===== src/rtl/preamble_tx_pkg.sv =====
// Shared definitions for the preamble transmitter and its matched-filter
// receiver: code length limit, config register select codes, state encoding.
package preamble_tx_pkg;
  localparam int MAX_LEN  = 192;   // symbols, 2 code bits each
  localparam int CO_WORDS = 12;    // 32-bit code words
  localparam int CO_BITS  = 384;   // CO_WORDS * 32

  localparam logic [3:0] CS_LEN   = 4'd1;
  localparam logic [3:0] CS_AMP   = 4'd2;
  localparam logic [3:0] CS_CO_HI = 4'd3;   // co[383:352]
  localparam logic [3:0] CS_CO_LO = 4'd13;  // co[63:32]

  typedef enum logic [1:0] {
    IDLE  = 2'd0,
    ARMED = 2'd1,
    SEND  = 2'd2
  } state_t;

  // Code word slot for a register select: 3 -> word 11 ... 13 -> word 1,
  // every unmapped select lands on word 0 (co[31:0]).
  function automatic logic [3:0] co_word(input logic [3:0] cs);
    if (cs >= CS_CO_HI && cs <= CS_CO_LO) return 4'd14 - cs;
    return 4'd0;
  endfunction
endpackage


===== src/rtl/preamble_tx_if.sv =====
// Preamble transmitter bus: config writes, start/strobe controls and the
// sample/status outputs. master = driver side, slave = preamble_tx.
interface preamble_tx_if;
  logic [31:0] cdata;
  logic [3:0]  cstate;
  logic        cwrite;
  logic        start;
  logic        txstrobe;
  logic [15:0] r_output;
  logic [15:0] i_output;
  logic        tx_valid;
  logic        busy;
  logic        done;
  logic [15:0] debugbus;

  modport master (
    output cdata, cstate, cwrite, start, txstrobe,
    input  r_output, i_output, tx_valid, busy, done, debugbus
  );
  modport slave (
    input  cdata, cstate, cwrite, start, txstrobe,
    output r_output, i_output, tx_valid, busy, done, debugbus
  );
endinterface


===== src/rtl/preamble_tx_code_cfg_regs.sv =====
// code_cfg_regs: code/amplitude/length config bank shared by transmitter and
// matched-filter receiver.
//   clk, reset : clock, async active-high reset
//   we         : qualified write strobe (caller drops writes it must ignore)
//   cstate     : register select, cdata : write data
//   co_length  : configured code length, amp : amplitude magnitude
//   co         : 384-bit code, symbol k uses co[2k+1:2k]
module code_cfg_regs
  import preamble_tx_pkg::*;
(
  input  logic               clk,
  input  logic               reset,
  input  logic               we,
  input  logic [3:0]         cstate,
  input  logic [31:0]        cdata,
  output logic [7:0]         co_length,
  output logic [14:0]        amp,
  output logic [CO_BITS-1:0] co
);
  logic [CO_WORDS-1:0][31:0] words;

  assign co = words;

  always_ff @(posedge clk or posedge reset) begin
    if (reset) begin
      co_length <= 8'd192;
      amp       <= 15'h1000;
      words     <= '0;
    end else if (we) begin
      case (cstate)
        CS_LEN:  co_length <= cdata[7:0];
        CS_AMP:  amp       <= cdata[14:0];
        default: words[co_word(cstate)] <= cdata;
      endcase
    end
  end
endmodule


===== src/rtl/preamble_tx.sv =====
// preamble_tx: sends the configured QPSK preamble one symbol per txstrobe,
// highest symbol first so symbol 0 arrives last.
//   clk, reset : clock, async active-high reset
//   bus        : preamble_tx_if.slave (config, start, txstrobe in;
//                I/Q samples, tx_valid, busy, done, debugbus out)
// debugbus = {clk, busy, done, tx_valid, state, cfg_ignored, idx}
module preamble_tx #(
  parameter int MAX_LEN = preamble_tx_pkg::MAX_LEN
) (
  input  logic         clk,
  input  logic         reset,
  preamble_tx_if.slave bus
);
  import preamble_tx_pkg::*;

  state_t             state;
  logic [8:0]         idx;
  logic               cfg_ignored, busy_r, done_r, tx_valid_r;
  logic [15:0]        r_q, i_q;
  logic [7:0]         co_length;
  logic [14:0]        amp;
  logic [CO_BITS-1:0] co;
  logic [8:0]         len;
  logic               hi, lo;
  logic [15:0]        pos, neg, sym_i, sym_q;

  // Config writes are only taken while idle so a running preamble never
  // changes under the sequencer.
  code_cfg_regs u_cfg (
    .clk       (clk),
    .reset     (reset),
    .we        (bus.cwrite && !busy_r),
    .cstate    (bus.cstate),
    .cdata     (bus.cdata),
    .co_length (co_length),
    .amp       (amp),
    .co        (co)
  );

  always_comb begin
    len   = (int'(co_length) > MAX_LEN) ? 9'(MAX_LEN) : {1'b0, co_length};
    hi    = co[{idx, 1'b1}];
    lo    = co[{idx, 1'b0}];
    pos   = {1'b0, amp};
    neg   = -pos;
    sym_i = hi ? pos : neg;
    sym_q = (hi == lo) ? pos : neg;
  end

  always_ff @(posedge clk or posedge reset) begin
    if (reset) begin
      state       <= IDLE;
      idx         <= '0;
      r_q         <= '0;
      i_q         <= '0;
      tx_valid_r  <= 1'b0;
      busy_r      <= 1'b0;
      done_r      <= 1'b0;
      cfg_ignored <= 1'b0;
    end else begin
      tx_valid_r <= 1'b0;
      done_r     <= 1'b0;
      if (bus.cwrite && busy_r) cfg_ignored <= 1'b1;
      case (state)
        IDLE: begin
          if (bus.txstrobe) begin
            r_q <= '0;
            i_q <= '0;
          end
          if (bus.start && !bus.cwrite && len != 9'd0) begin
            state       <= ARMED;
            idx         <= len - 9'd1;
            busy_r      <= 1'b1;
            cfg_ignored <= 1'b0;
          end
        end
        ARMED, SEND: begin
          if (bus.txstrobe) begin
            r_q        <= sym_i;
            i_q        <= sym_q;
            tx_valid_r <= 1'b1;
            if (idx == 9'd0) begin
              state  <= IDLE;
              busy_r <= 1'b0;
              done_r <= 1'b1;
            end else begin
              state <= SEND;
              idx   <= idx - 9'd1;
            end
          end
        end
        default: state <= IDLE;
      endcase
    end
  end

  assign bus.r_output = r_q;
  assign bus.i_output = i_q;
  assign bus.tx_valid = tx_valid_r;
  assign bus.busy     = busy_r;
  assign bus.done     = done_r;
  assign bus.debugbus = {clk, busy_r, done_r, tx_valid_r, state, cfg_ignored, idx};
endmodule


===== src/flat_wrapper.sv =====
// flat-port wrapper written by rule: the top's interface ports become plain ports
module preamble_tx_flat import preamble_tx_pkg::*;
#(
  parameter int MAX_LEN = preamble_tx_pkg::MAX_LEN
)
  (clk, reset, bus_cdata, bus_cstate, bus_cwrite, bus_start, bus_txstrobe, bus_r_output, bus_i_output, bus_tx_valid, bus_busy, bus_done, bus_debugbus);
  preamble_tx_if bus_i ();
  input  logic clk;
  input  logic reset;
  input wire logic [$bits(bus_i.cdata)-1:0] bus_cdata;
  input wire logic [$bits(bus_i.cstate)-1:0] bus_cstate;
  input wire logic [$bits(bus_i.cwrite)-1:0] bus_cwrite;
  input wire logic [$bits(bus_i.start)-1:0] bus_start;
  input wire logic [$bits(bus_i.txstrobe)-1:0] bus_txstrobe;
  output wire logic [$bits(bus_i.r_output)-1:0] bus_r_output;
  output wire logic [$bits(bus_i.i_output)-1:0] bus_i_output;
  output wire logic [$bits(bus_i.tx_valid)-1:0] bus_tx_valid;
  output wire logic [$bits(bus_i.busy)-1:0] bus_busy;
  output wire logic [$bits(bus_i.done)-1:0] bus_done;
  output wire logic [$bits(bus_i.debugbus)-1:0] bus_debugbus;
  assign bus_i.cdata = bus_cdata;
  assign bus_i.cstate = bus_cstate;
  assign bus_i.cwrite = bus_cwrite;
  assign bus_i.start = bus_start;
  assign bus_i.txstrobe = bus_txstrobe;
  assign bus_r_output = bus_i.r_output;
  assign bus_i_output = bus_i.i_output;
  assign bus_tx_valid = bus_i.tx_valid;
  assign bus_busy = bus_i.busy;
  assign bus_done = bus_i.done;
  assign bus_debugbus = bus_i.debugbus;
  preamble_tx #(.MAX_LEN(MAX_LEN)) u_core (.clk(clk), .reset(reset), .bus(bus_i));
endmodule

===== config.mk =====
export PLATFORM = sky130hd
export DESIGN_NAME = preamble_tx_flat
export DESIGN_NICKNAME = d
export VERILOG_FILES = /design/src/rtl/preamble_tx_pkg.sv /design/src/rtl/preamble_tx_if.sv /design/src/rtl/preamble_tx_code_cfg_regs.sv /design/src/rtl/preamble_tx.sv /design/src/flat_wrapper.sv
export SDC_FILE = /design/constraint.sdc
export NUM_CORES = 1
export LEC_CHECK = 0
export ABC_CLOCK_PERIOD_IN_PS = 16180
export BUFFER_PORTS_ARGS = -buffer_cell sky130_fd_sc_hd__buf_2
export CAP_MARGIN = 20
export CORE_UTILIZATION = 62
export CTS_CLUSTER_SIZE = 12
export DETAILED_ROUTE_END_ITERATION = 6
export GPL_ROUTABILITY_DRIVEN = 1
export GPL_TIMING_DRIVEN = 0
export PLACE_DENSITY = 0.91
export SLEW_MARGIN = 10
export SYNTH_ARGS = -nofsm -noshare
export SYNTH_HDL_FRONTEND = slang
export SYNTH_SLANG_ARGS = --single-unit

===== constraint.sdc =====
create_clock -name clk -period 16.18 [get_ports clk]
set_input_delay 1.618 -clock clk [delete_from_list [all_inputs] [get_ports clk]]
set_output_delay 1.618 -clock clk [all_outputs]
set_load 0.005 [all_outputs]

* Word level (Yosys, flattened, before mapping) *
Index checks and enable logic that the tools add are counted.

word-level totals
  output and inout bits = 51
  register bits = 454
  logic and storage cells = 107

cells by class
  reduce and logical (&&, ||, !) cells = 21
  bitwise gates (word level) = 1
  add/sub/neg operators = 4
  order comparisons = 7
  multiplexer cells = 42
  equal/unequal tests = 10

operators by type and width
  operator                                            count
  bitwise mux 384 bit                                 1
  demux 32 bit (select 4 bit)                         1
  two-way mux 16 bit                                  5
  case mux 16 bit (2 select lines)                    2
  two-way mux 32 bit                                  1
  two-way mux 9 bit                                   3
  < comparator 10 bit, second input constant          2
  case mux 9 bit (2 select lines)                     1
  subtractor 9 x 1 -> 9 bit, second input constant    2
  binary-select mux 1 bit (select 8 bit)              2
  two-way mux 1 bit                                   16
  two-way mux 4 bit                                   4
  negation 15 -> 16 bit                               1
  zero test 9 bit                                     1
  nonzero test 9 bit                                  1
  > comparator 8 bit, second input constant           1
  two-way mux 8 bit                                   1
  AND reduction 2 bit                                 4
  AND reduction 4 bit                                 2
  logical AND 1 bit                                   6
  two-way mux 2 bit                                   3
  inequality test 2 bit, second input constant        3
  < comparator 4 x 5 -> 1 bit, second input constant  1
  == test 4 x 1 -> 1 bit, second input constant       1
  other kinds (17)                                    20

* Logic depth before layout (Yosys ltp) *
Gate-level depths: netlist of the first run.

  word-level depth = 13
  gate-level depth with buffers = 17
  depth with buffers taken out = 11

* Hierarchy *
Synthesis of the first run repeated with hierarchy kept, for this count alone.

second synthesis, totals
  cells, all modules = 1,509
  area total of the unflattened synthesis = 21,622.0 µm²

modules (own cells, without submodules)
  module         area each (µm²)  instances  cells an instance  seq. area each (µm²)
  code_cfg_regs  15,511.1         1          950                10,188.5
  preamble_tx    6,110.9          1          559                1,151.1

==> flow_summary.json, run 1 <==
{
  "syn_avg_cell_area_sq_um": 13.8,
  "slowest_delay_ps": 130,
  "cts.clk_slew.worst_paths_ps": 60,
  "powerDensity_nw_per_um2": 132,
  "p_leak_nw": 11.9,
  "routed_wl_mm": 61.0,
  "antenna_found_initial": 0,
  "start_util_pct": 63.5,
  "endpoint_kind": "output pin",
  "skew_ps": 16.5,
  "synth_top_area_share_pct": 52.7,
  "hold_depth": 2,
  "routedWlPerCell_um": 28.1,
  "synth_edf_count": 0,
  "ys_seq_area_share_pct": 53.0,
  "drtPass1Iterations": 7,
  "crit_chain": "clkbuf_16 -> clkbuf_16 -> buf_4 -> buf_2",
  "maxSlewHeadroom_pct": 19.0,
  "async_reset_ff_share_pct": 100,
  "cpMostUsedCell": "clkbuf_16",
  "status": "finished, violations left",
  "overflow": 0,
  "synth-seq-cells": 453,
  "antenna-diode-count": 0,
  "final_area_sq_um": 24000,
  "yosysWarnings": 0,
  "violations": "DRC",
  "drive_gt1_share_pct": 40.3,
  "cts_tree": "built",
  "grt_max_degree": 123,
  "min_path_type": "flop to flop",
  "finalSetupTns_ps": 0,
  "worst_pin_slew_ps": 1210,
  "die_h_um": 188,
  "place_area_sq_um": 22500,
  "drt_iter0_markers": 1518,
  "die-area_sq_um": 35200,
  "synth_cells": 1554,
  "ir_drop_v": 0.0000920,
  "arrival_ps": 8560,
  "required_ps": 14560,
  "synth-main-ff-cell": "dfrtp_1",
  "yosysTopAreaCell": "dfrtp_1",
  "vias": 14800,
  "cap_viol_max_count": 0,
  "rsz0062_at_grt": "no",
  "routabilityCongestion": 0.982,
  "dp_worst_setup_slack_ps": 6260,
  "grt_usage_pct": 35.7,
  "postCtsSetupBuffers": 0,
  "io_buffers": 89,
  "worstSetupPathType": "clock port to output pin",
  "cpMaxStageDelayCell": "clkbuf_16",
  "setup_slack_ps": 6000,
  "slew_viol_final": 0,
  "crit_path_start_kind": "clock port",
  "synthToLayoutAreaGrowth_pct": 12.1,
  "fin_nets": 1749,
  "netlist_area_sq_um": 21400,
  "dp_hpwl_mm": 41.7,
  "synth_area_leaders": "dfrtp_1, mux2_2, mux4_2",
  "viasPerCell": 6.79,
  "finalHoldViolCount": 0,
  "die_x_um": 188,
  "grt_pass1_wl_mm": 93.7,
  "setup_violations": 0,
  "worst-path-max-fanout": 2,
  "first_global_vias": 15600,
  "ant_nets": 0,
  "cts_hold_buf": 0,
  "insertion_delay_ps": 670,
  "fp-row-count": 67,
  "drc": 3,
  "io_pins": 92,
  "core_area_sq_um": 33700,
  "syn-num-nets": 1603,
  "ys_types": 61,
  "rr_worst_depth": 15,
  "holdWs_ps": 477,
  "post_cts_resized": 0
}
## worst paths after layout
| path | start | to | slack (ps) |
|---|---|---|---|
| worst max register to register | u_core.idx[1] | u_core.bus.i_output[6] | 10820 |
| worst min register to register | u_core.bus.r_output[11] | u_core.bus.r_output[11] | 480 |
| worst max-delay path | clk | bus_debugbus[15] | 6000 |
| max in group asynchronous | reset | u_core.u_cfg.co[53] | 13760 |
| worst min-delay path | u_core.bus.r_output[11] | u_core.bus.r_output[11] | 480 |
| min in group asynchronous | reset | u_core.u_cfg.amp[8] | 1020 |
## sequential cells by signal (all words and copies together) (netlist names)
signal / count
u_core.cfg_ignored: 1
u_core.bus.done: 1
u_core.bus.tx_valid: 1
u_core.bus.i_output: 16
u_core.idx: 9
u_core.u_cfg.amp: 15
u_core.u_cfg.co_length: 8
u_core.bus.r_output: 15
u_core.state: 2
u_core.bus.busy: 1
u_core.u_cfg.co: 384
## report_power, final
group / switching, mW / internal (mW)
Sequential: 0.0263 / 1.16
Clock: 0.437 / 0.597
Combinational: 0.651 / 0.298
## cells by family after synthesis
| family | count (synthesis) | share of synthesized area (%) |
|---|---|---|
| flip-flops | 453 | 53.0 |
| buffers and inverters | 153 | 3.25 |
| XOR/XNOR | 17 | 0.696 |
| adder cells (fa/ha/maj) | 8 | 0.468 |
| AO/OA/AOI/OAI | 155 | 4.97 |
| multiplexers | 545 | 32.6 |
| AND/OR/NAND/NOR | 223 | 4.95 |
## area by class of cell
| class | instances | area (sq um) |
|---|---|---|
| timing repair buffer | 94 | 561 |
| multi-input combinational | 948 | 9350 |
| clock inverter | 6 | 48.8 |
| fill | 2107 | 9730 |
| clock buffer | 71 | 1400 |
| inverter | 19 | 78.8 |
| buffer | 134 | 623 |
| sequential | 453 | 11300 |
| tap | 448 | 561 |
## Yosys cell counts, types with 4 or more instances
cell type	number
dfrtp_1	450
mux2_2	413
nand2_1	81
clkbuf_1	75
mux4_2	73
mux2i_1	53
nor2_1	46
o21ai_0	31
nand3_1	27
a21oi_1	25
a22oi_1	25
buf_1	24
buf_2	18
inv_1	16
nor3_1	16
o22ai_1	15
o211ai_1	14
xor2_1	14
or3_1	11
nor2b_1	10
a2bb2oi_1	9
buf_4	9
ha_1	8
buf_6	7
nor4_1	7
mux4_1	6
or3b_2	5
a221oi_1	4
a31oi_1	4
nand2b_1	4
o32ai_1	4
## worst max-delay path: cells and delay by family
kind,cells,cell delay (ps)
buffers and inverters,4,470
## placed cells by master, fill, tap and decap left out, drive strengths merged, types with 4 or more instances in the layout
| master | Yosys | layout |
|---|---|---|
| o211ai | 17 | 17 |
| ha | 8 | 8 |
| xor2 | 14 | 14 |
| o32ai | 4 | 4 |
| clkbuf | 75 | 146 |
| or3b | 5 | 5 |
| dfrtp | 450 | 450 |
| o21ai | 31 | 31 |
| a21oi | 25 | 25 |
| clkinv | 2 | 6 |
| nand2 | 81 | 81 |
| mux2 | 413 | 413 |
| a31oi | 4 | 4 |
| mux2i | 53 | 53 |
| nor2 | 46 | 46 |
| buf | 59 | 153 |
| nor2b | 10 | 10 |
| a221oi | 4 | 4 |
| nand3 | 27 | 27 |
| o22ai | 15 | 15 |
| mux4 | 79 | 79 |
| nor3 | 16 | 16 |
| nand2b | 4 | 4 |
| or3 | 11 | 11 |
| inv | 17 | 19 |
| a22oi | 25 | 25 |
| nor4 | 8 | 8 |
| a2bb2oi | 9 | 9 |
## per-stage QoR
| step | instances | power, mW | utilization, % |
|---|---|---|---|
| 2_1_floorplan | 1554 | 1.78 | - |
| 3_3_place_gp | 2091 | 2.10 | 66.5 |
| 3_5_place_dp | 2095 | 2.11 | 66.8 |
| 4_1_cts | 2171 | 3.13 | 71.1 |
| 5_1_grt | 2173 | 3.26 | 71.1 |
| 6_report | 2173 | 3.17 | 71.1 |
## layer usage
| metal | share of wire, % | wire length, um | track usage [%] |
|---|---|---|---|
| met5 | 0 | 0 | 0 |
| met4 | 5.8 | 3550 | 19.3 |
| met3 | 10 | 6380 | 10.2 |
| met2 | 46 | 28000 | 54.7 |
| met1 | 38 | 23100 | 46.3 |
(Power assumes the default switching activity.)
==> inputs of run 2 (changes only) <==
--- a/config.mk
+++ b/config.mk
@@ -5,7 +5,7 @@
 export SDC_FILE = /design/constraint.sdc
 export NUM_CORES = 1
 export LEC_CHECK = 0
-export ABC_CLOCK_PERIOD_IN_PS = 16180
+export ABC_CLOCK_PERIOD_IN_PS = 10600
 export BUFFER_PORTS_ARGS = -buffer_cell sky130_fd_sc_hd__buf_2
 export CAP_MARGIN = 20
 export CORE_UTILIZATION = 62
==> constraint.sdc (replaced) <==
create_clock -name clk -period 10.6 [get_ports clk]
set_input_delay 1.06 -clock clk [delete_from_list [all_inputs] [get_ports clk]]
set_output_delay 1.06 -clock clk [all_outputs]
set_load 0.005 [all_outputs]
==> run 2 against run 1 <==
  * The run still ends with DRC left
  * Sequential share of layout area down 0.38 points
  * Cell count up 0.60%
  * Via count up 2.1%
  * Design area up 0.82%
  * Non-clock buffer count up 7
  * Global-route usage up 0.30 points
==> flow_summary.json, run 2 (synthesis gave the netlist of run 1 again) <==
{
  "status": "finished, violations left",
  "violations": "DRC",
  "finalHoldViolCount": 0,
  "start_util_pct": 63.5,
  "maxSlewHeadroom_pct": 25.7,
  "io_buffers": 89,
  "fin_nets": 1756,
  "required_ps": 9540,
  "cpMostUsedCell": "clkbuf_16",
  "slew_viol_final": 0,
  "post_cts_resized": 0,
  "routabilityCongestion": 1.01,
  "final_common_cell": "dfrtp_1",
  "setup_slack_ps": 3770,
  "cts.clk_slew.worst_paths_ps": 60,
  "vias": 15100,
  "grt_usage_pct": 36.0,
  "synthToLayoutAreaGrowth_pct": 13.0,
  "routed_wl_mm": 62.2,
  "ant_nets": 0,
  "drt_iter0_markers": 2031,
  "ir_drop_v": 0.000164,
  "mostFrequentLayoutCells": "dfrtp_1, mux2_2, buf_2",
  "drive_gt1_share_pct": 40.4,
  "arrival_ps": 5770,
  "crit_path_start_kind": "clock port",
  "grt_max_degree": 43,
  "grt_pass1_wl_mm": 94.5,
  "cts_tree": "built",
  "rsz0062_at_grt": "no",
  "insertion_delay_ps": 670,
  "setup_violations": 0,
  "p_leak_nw": 11.9,
  "largest_reg_flops": 384,
  "dp_hpwl_mm": 42.7,
  "slowest_delay_ps": 120,
  "worst_pin_slew_ps": 1100,
  "die_h_um": 188,
  "endpoint_kind": "output pin",
  "postCtsSetupBuffers": 0,
  "fp-row-count": 67,
  "min_path_type": "input port to async pin",
  "first_global_vias": 15600,
  "skew_ps": 20.2,
  "die_x_um": 188,
  "drtPass1Iterations": 7,
  "final_area_sq_um": 24200,
  "viasPerCell": 6.89,
  "cts_hold_buf": 0,
  "antenna_found_initial": 1,
  "routedWlPerCell_um": 28.4,
  "powerDensity_nw_per_um2": 204,
  "cap_viol_max_count": 0,
  "finalSetupTns_ps": 0,
  "overflow": 0,
  "place_area_sq_um": 22600,
  "dp_worst_setup_slack_ps": 4030,
  "die-area_sq_um": 35200,
  "cpMaxStageDelayCell": "clkbuf_16",
  "io_pins": 92,
  "worstSetupPathType": "clock port to output pin",
  "drc": 6,
  "crit_chain": "clkbuf_16 -> clkbuf_16 -> buf_4 -> buf_2",
  "core_area_sq_um": 33700,
  "worst-path-max-fanout": 2
}
run 2: layer usage:
| metal | global-route usage [%] | wire length (um) |
|---|---|---|
| met5 | 0 | 0 |
| met4 | 20.4 | 3790 |
| met3 | 10.1 | 6980 |
| met2 | 54.5 | 28300 |
| met1 | 47.0 | 23100 |
run 2: path summary, 6_finish.rpt:
| kind | startpoint | endpoint | slack [ps] | cells past startpoint |
|---|---|---|---|---|
| setup / recovery | clk | bus_debugbus[15] | 3770 | 4 |
| hold / removal | reset | u_core.u_cfg.co[130] | 480 | 2 |
| setup reg to reg | u_core.idx[4] | u_core.bus.i_output[3] | 5240 | 13 |
| hold reg to reg | u_core.bus.r_output[4] | u_core.bus.r_output[4] | 480 | 2 |
| max in group asynchronous | reset | u_core.u_cfg.co[106] | 8430 | 7 |
| min in group clk | u_core.bus.r_output[4] | u_core.bus.r_output[4] | 480 | 2 |
run 2: cell type report:
type                       count  area (sq um)
timing repair buffer         101           686
inverter                      19          75.1
sequential                   453         11300
multi-input combinational    948          9350
buffer                       134           623
antenna                        2          5.00
clock inverter                 6           103
clock buffer                  75          1420
fill                        2050          9540
tap                          448           561
run 2: where the power goes:
part	leakage (nW)	switching (mW)	internal, mW
Sequential	6.28	0.0390	1.76
Combinational	4.92	1.01	0.459
Clock	0.745	0.682	0.967
Total	11.9	1.73	3.19
run 2: through the flow:
step | utilization [%] | hold slack (ps) | power, mW | cells
floorplan | - | 464 | 2.72 | 1554
global placement | 66.5 | 458 | 3.19 | 2091
detailed placement | 67.2 | 465 | 3.23 | 2104
CTS | 71.7 | 478 | 4.85 | 2184
global route | 71.7 | 500 | 5.04 | 2184
finish | 71.7 | 476 | 4.92 | 2186
run 2: worst max-delay path, delay by kind of cell:
family	cells	cell delay, ps
buffers and inverters	4	460
==> inputs of run 3 (changes only) <==
--- a/config.mk
+++ b/config.mk
@@ -5,7 +5,8 @@
 export SDC_FILE = /design/constraint.sdc
 export NUM_CORES = 1
 export LEC_CHECK = 0
-export ABC_CLOCK_PERIOD_IN_PS = 10600
+export ABC_AREA = 1
+export ABC_CLOCK_PERIOD_IN_PS = 6600
 export BUFFER_PORTS_ARGS = -buffer_cell sky130_fd_sc_hd__buf_2
 export CAP_MARGIN = 20
 export CORE_UTILIZATION = 62
==> constraint.sdc (replaced) <==
create_clock -name clk -period 6.6 [get_ports clk]
set_input_delay 0.66 -clock clk [delete_from_list [all_inputs] [get_ports clk]]
set_output_delay 0.66 -clock clk [all_outputs]
set_load 0.005 [all_outputs]
==> run 3 against run 2 <==
  * The run still ends with DRC left
  * Utilization increased by 0.052 points
  * Power grew to 2.7 times the previous value
  * Non-clock buffer count is 79 higher
  * Design area is 0.42% lower
  * Largest power group is now combinational cells
  * Critical endpoint unchanged
==> flow_summary.json, run 3 <==
{
  "synth_commonest_cells": "nand2_1, dfrtp_1, o21ai_0, nand3_1, clkbuf_1",
  "ir_drop_v": 0.000310,
  "die_x_um": 187,
  "synthAdderAreaFrac_pct": 0.473,
  "rsz0062_at_grt": "no",
  "vias": 21600,
  "p_leak_nw": 11.7,
  "drc": 8,
  "power.net_switching_mw": 6.01,
  "final_area_sq_um": 24100,
  "synth_xor_area_share_pct": 0.745,
  "routedWlPerCell_um": 25.5,
  "io_pins": 92,
  "synth_top_family_by_area": "simple AND/OR/NAND/NOR gates",
  "synth_mux_area_share_pct": 0,
  "yosysWarnings": 0,
  "endpoint_kind": "output pin",
  "synth_area_leaders": "dfrtp_1, nand2_1, o21ai_0",
  "worstSetupPathType": "clock port to output pin",
  "power_switching_share_pct": 45.3,
  "drtPass1Iterations": 7,
  "insertion_delay_ps": 710,
  "worst-path-max-fanout": 2,
  "viasPerCell": 6.53,
  "syn_avg_cell_area_sq_um": 7.94,
  "arrival_ps": 3770,
  "p_int_mw": 7.25,
  "busiest_layer": "met2",
  "use_met2_pct": 70.7,
  "finalSetupTns_ps": 0,
  "use_met1_pct": 61.1,
  "place_inst": 3217,
  "antenna_found_initial": 1,
  "grt_usage_pct": 49.3,
  "core_area_sq_um": 33500,
  "skew_ps": 14.6,
  "die-area_sq_um": 34900,
  "violations": "DRC",
  "synth_edf_count": 0,
  "ys_seq_area_share_pct": 53.6,
  "synth_compound_area_share_pct": 11.1,
  "synth-seq-cells": 453,
  "largest_reg_flops": 384,
  "fp-row-count": 67,
  "synthSimpleGateAreaFrac_pct": 28.0,
  "synthToLayoutAreaGrowth_pct": 13.7,
  "final_common_cell": "nand2_1",
  "syn-num-nets": 2713,
  "slew_viol_final": 0,
  "combPwrFrac_pct": 44.3,
  "use_met3_pct": 18.5,
  "post_cts_resized": 0,
  "die_h_um": 187,
  "cts_tree": "built",
  "drt_iter0_markers": 3775,
  "regArea_sq_um": 11300,
  "ant_nets": 0,
  "status": "finished, violations left",
  "io_buffers": 91,
  "cap_viol_max_count": 0,
  "power.share.sequential_pct": 34.9,
  "netlist_area_sq_um": 21200,
  "worst_pin_slew_ps": 1330,
  "ys_types": 34,
  "fin_nets": 2872,
  "async_reset_ff_share_pct": 100,
  "powerDensity_nw_per_um2": 551,
  "mostFrequentLayoutCells": "nand2_1, dfrtp_1, o21ai_0",
  "postCtsSetupBuffers": 0,
  "grt_max_degree": 43,
  "setup_violations": 0,
  "finalHoldViolCount": 0,
  "routabilityCongestion": 1.02,
  "clkPwrFrac_pct": 20.8,
  "grt_pass1_wl_mm": 126,
  "synth_cells": 2664,
  "yosysTopAreaCell": "dfrtp_1",
  "start_util_pct": 63.1,
  "drive_gt1_share_pct": 9.43,
  "place_area_sq_um": 22500,
  "synth-main-ff-cell": "dfrtp_1",
  "overflow": 0,
  "cts_hold_buf": 1,
  "crit_path_start_kind": "clock port",
  "min_path_type": "input port to flop",
  "multi_input_area_sq_um": 8530,
  "finalPower_mw": 13.3,
  "fillCellCount": 2599,
  "required_ps": 5940,
  "routed_wl_mm": 84.3,
  "maxSlewHeadroom_pct": 11.3,
  "yosysMostFrequentCell": "nand2_1",
  "first_global_vias": 20800,
  "synth_top_area_share_pct": 53.2,
  "dp_hpwl_mm": 56.2,
  "cts.clk_slew.worst_paths_ps": 60,
  "fin_cells": 3302
}
## run 3: layout make-up
cell class,count,area share (%)
inverters,80,1.27
repair buffers,105,3.14
plain buffers,209,4.06
clock inverters,10,0.369
diodes,1,0.0104
flip-flops and latches,453,47.1
clock buffers,74,6.21
well taps,448,2.33
multi-input cells,1922,35.5
## run 3: path summary, 6_finish.rpt
check | from | to | slack [ps] | cells past startpoint
worst max-delay path | clk | bus_debugbus[15] | 2170 | 4
worst max register to register | u_core.idx[2] | u_core.bus.i_output[10] | 2840 | 16
max in group asynchronous | reset | u_core.u_cfg.co[235] | 4560 | 8
worst min-delay path | bus_txstrobe | u_core.bus.done | 220 | 3
worst min register to register | u_core.bus.r_output[4] | u_core.bus.r_output[4] | 470 | 2
min in group asynchronous | reset | u_core.u_cfg.co[120] | 530 | 3
## run 3: per-stage QoR
stage          hold WS (ps)  worst slack, ps  util, %
3_5_place_dp            460             2430     67.0
6_report                222             2170     71.8
3_3_place_gp            459            -2410     66.1
4_1_cts                 233             2160     71.7
2_1_floorplan           453             -185        -
5_1_grt                 248             2150     71.7
## run 3: cells by family after synthesis
group	count (synthesis)
xor+xnor	18
compound gates	468
buf+inv	289
fa+ha+maj	8
simple gates	1428
flops	453
## run 3: worst max-delay path, stage by stage
cell       delay (ps)
clkbuf_16         120
clkbuf_16         120
buf_4             110
buf_2             110
## run 3: layer usage
layer	share of wire [%]	wire length (um)	vias up
li1	-	-	9004
met1	34	28700	10200
met2	42	35400	1863
met3	15	12900	503
met4	8.6	7290	2
met5	0.015	13	-
## run 3: power groups by stage
stage | clock network [mW] | registers, mW | logic [mW]
after floorplan | 0.00982 | 4.42 | 3.49
after global placement | 0.0147 | 4.57 | 5.28
after detailed placement | 0.0147 | 4.60 | 5.48
after CTS | 2.73 | 4.58 | 5.55
after global routing | 2.84 | 4.72 | 6.23
final | 2.75 | 4.63 | 5.87
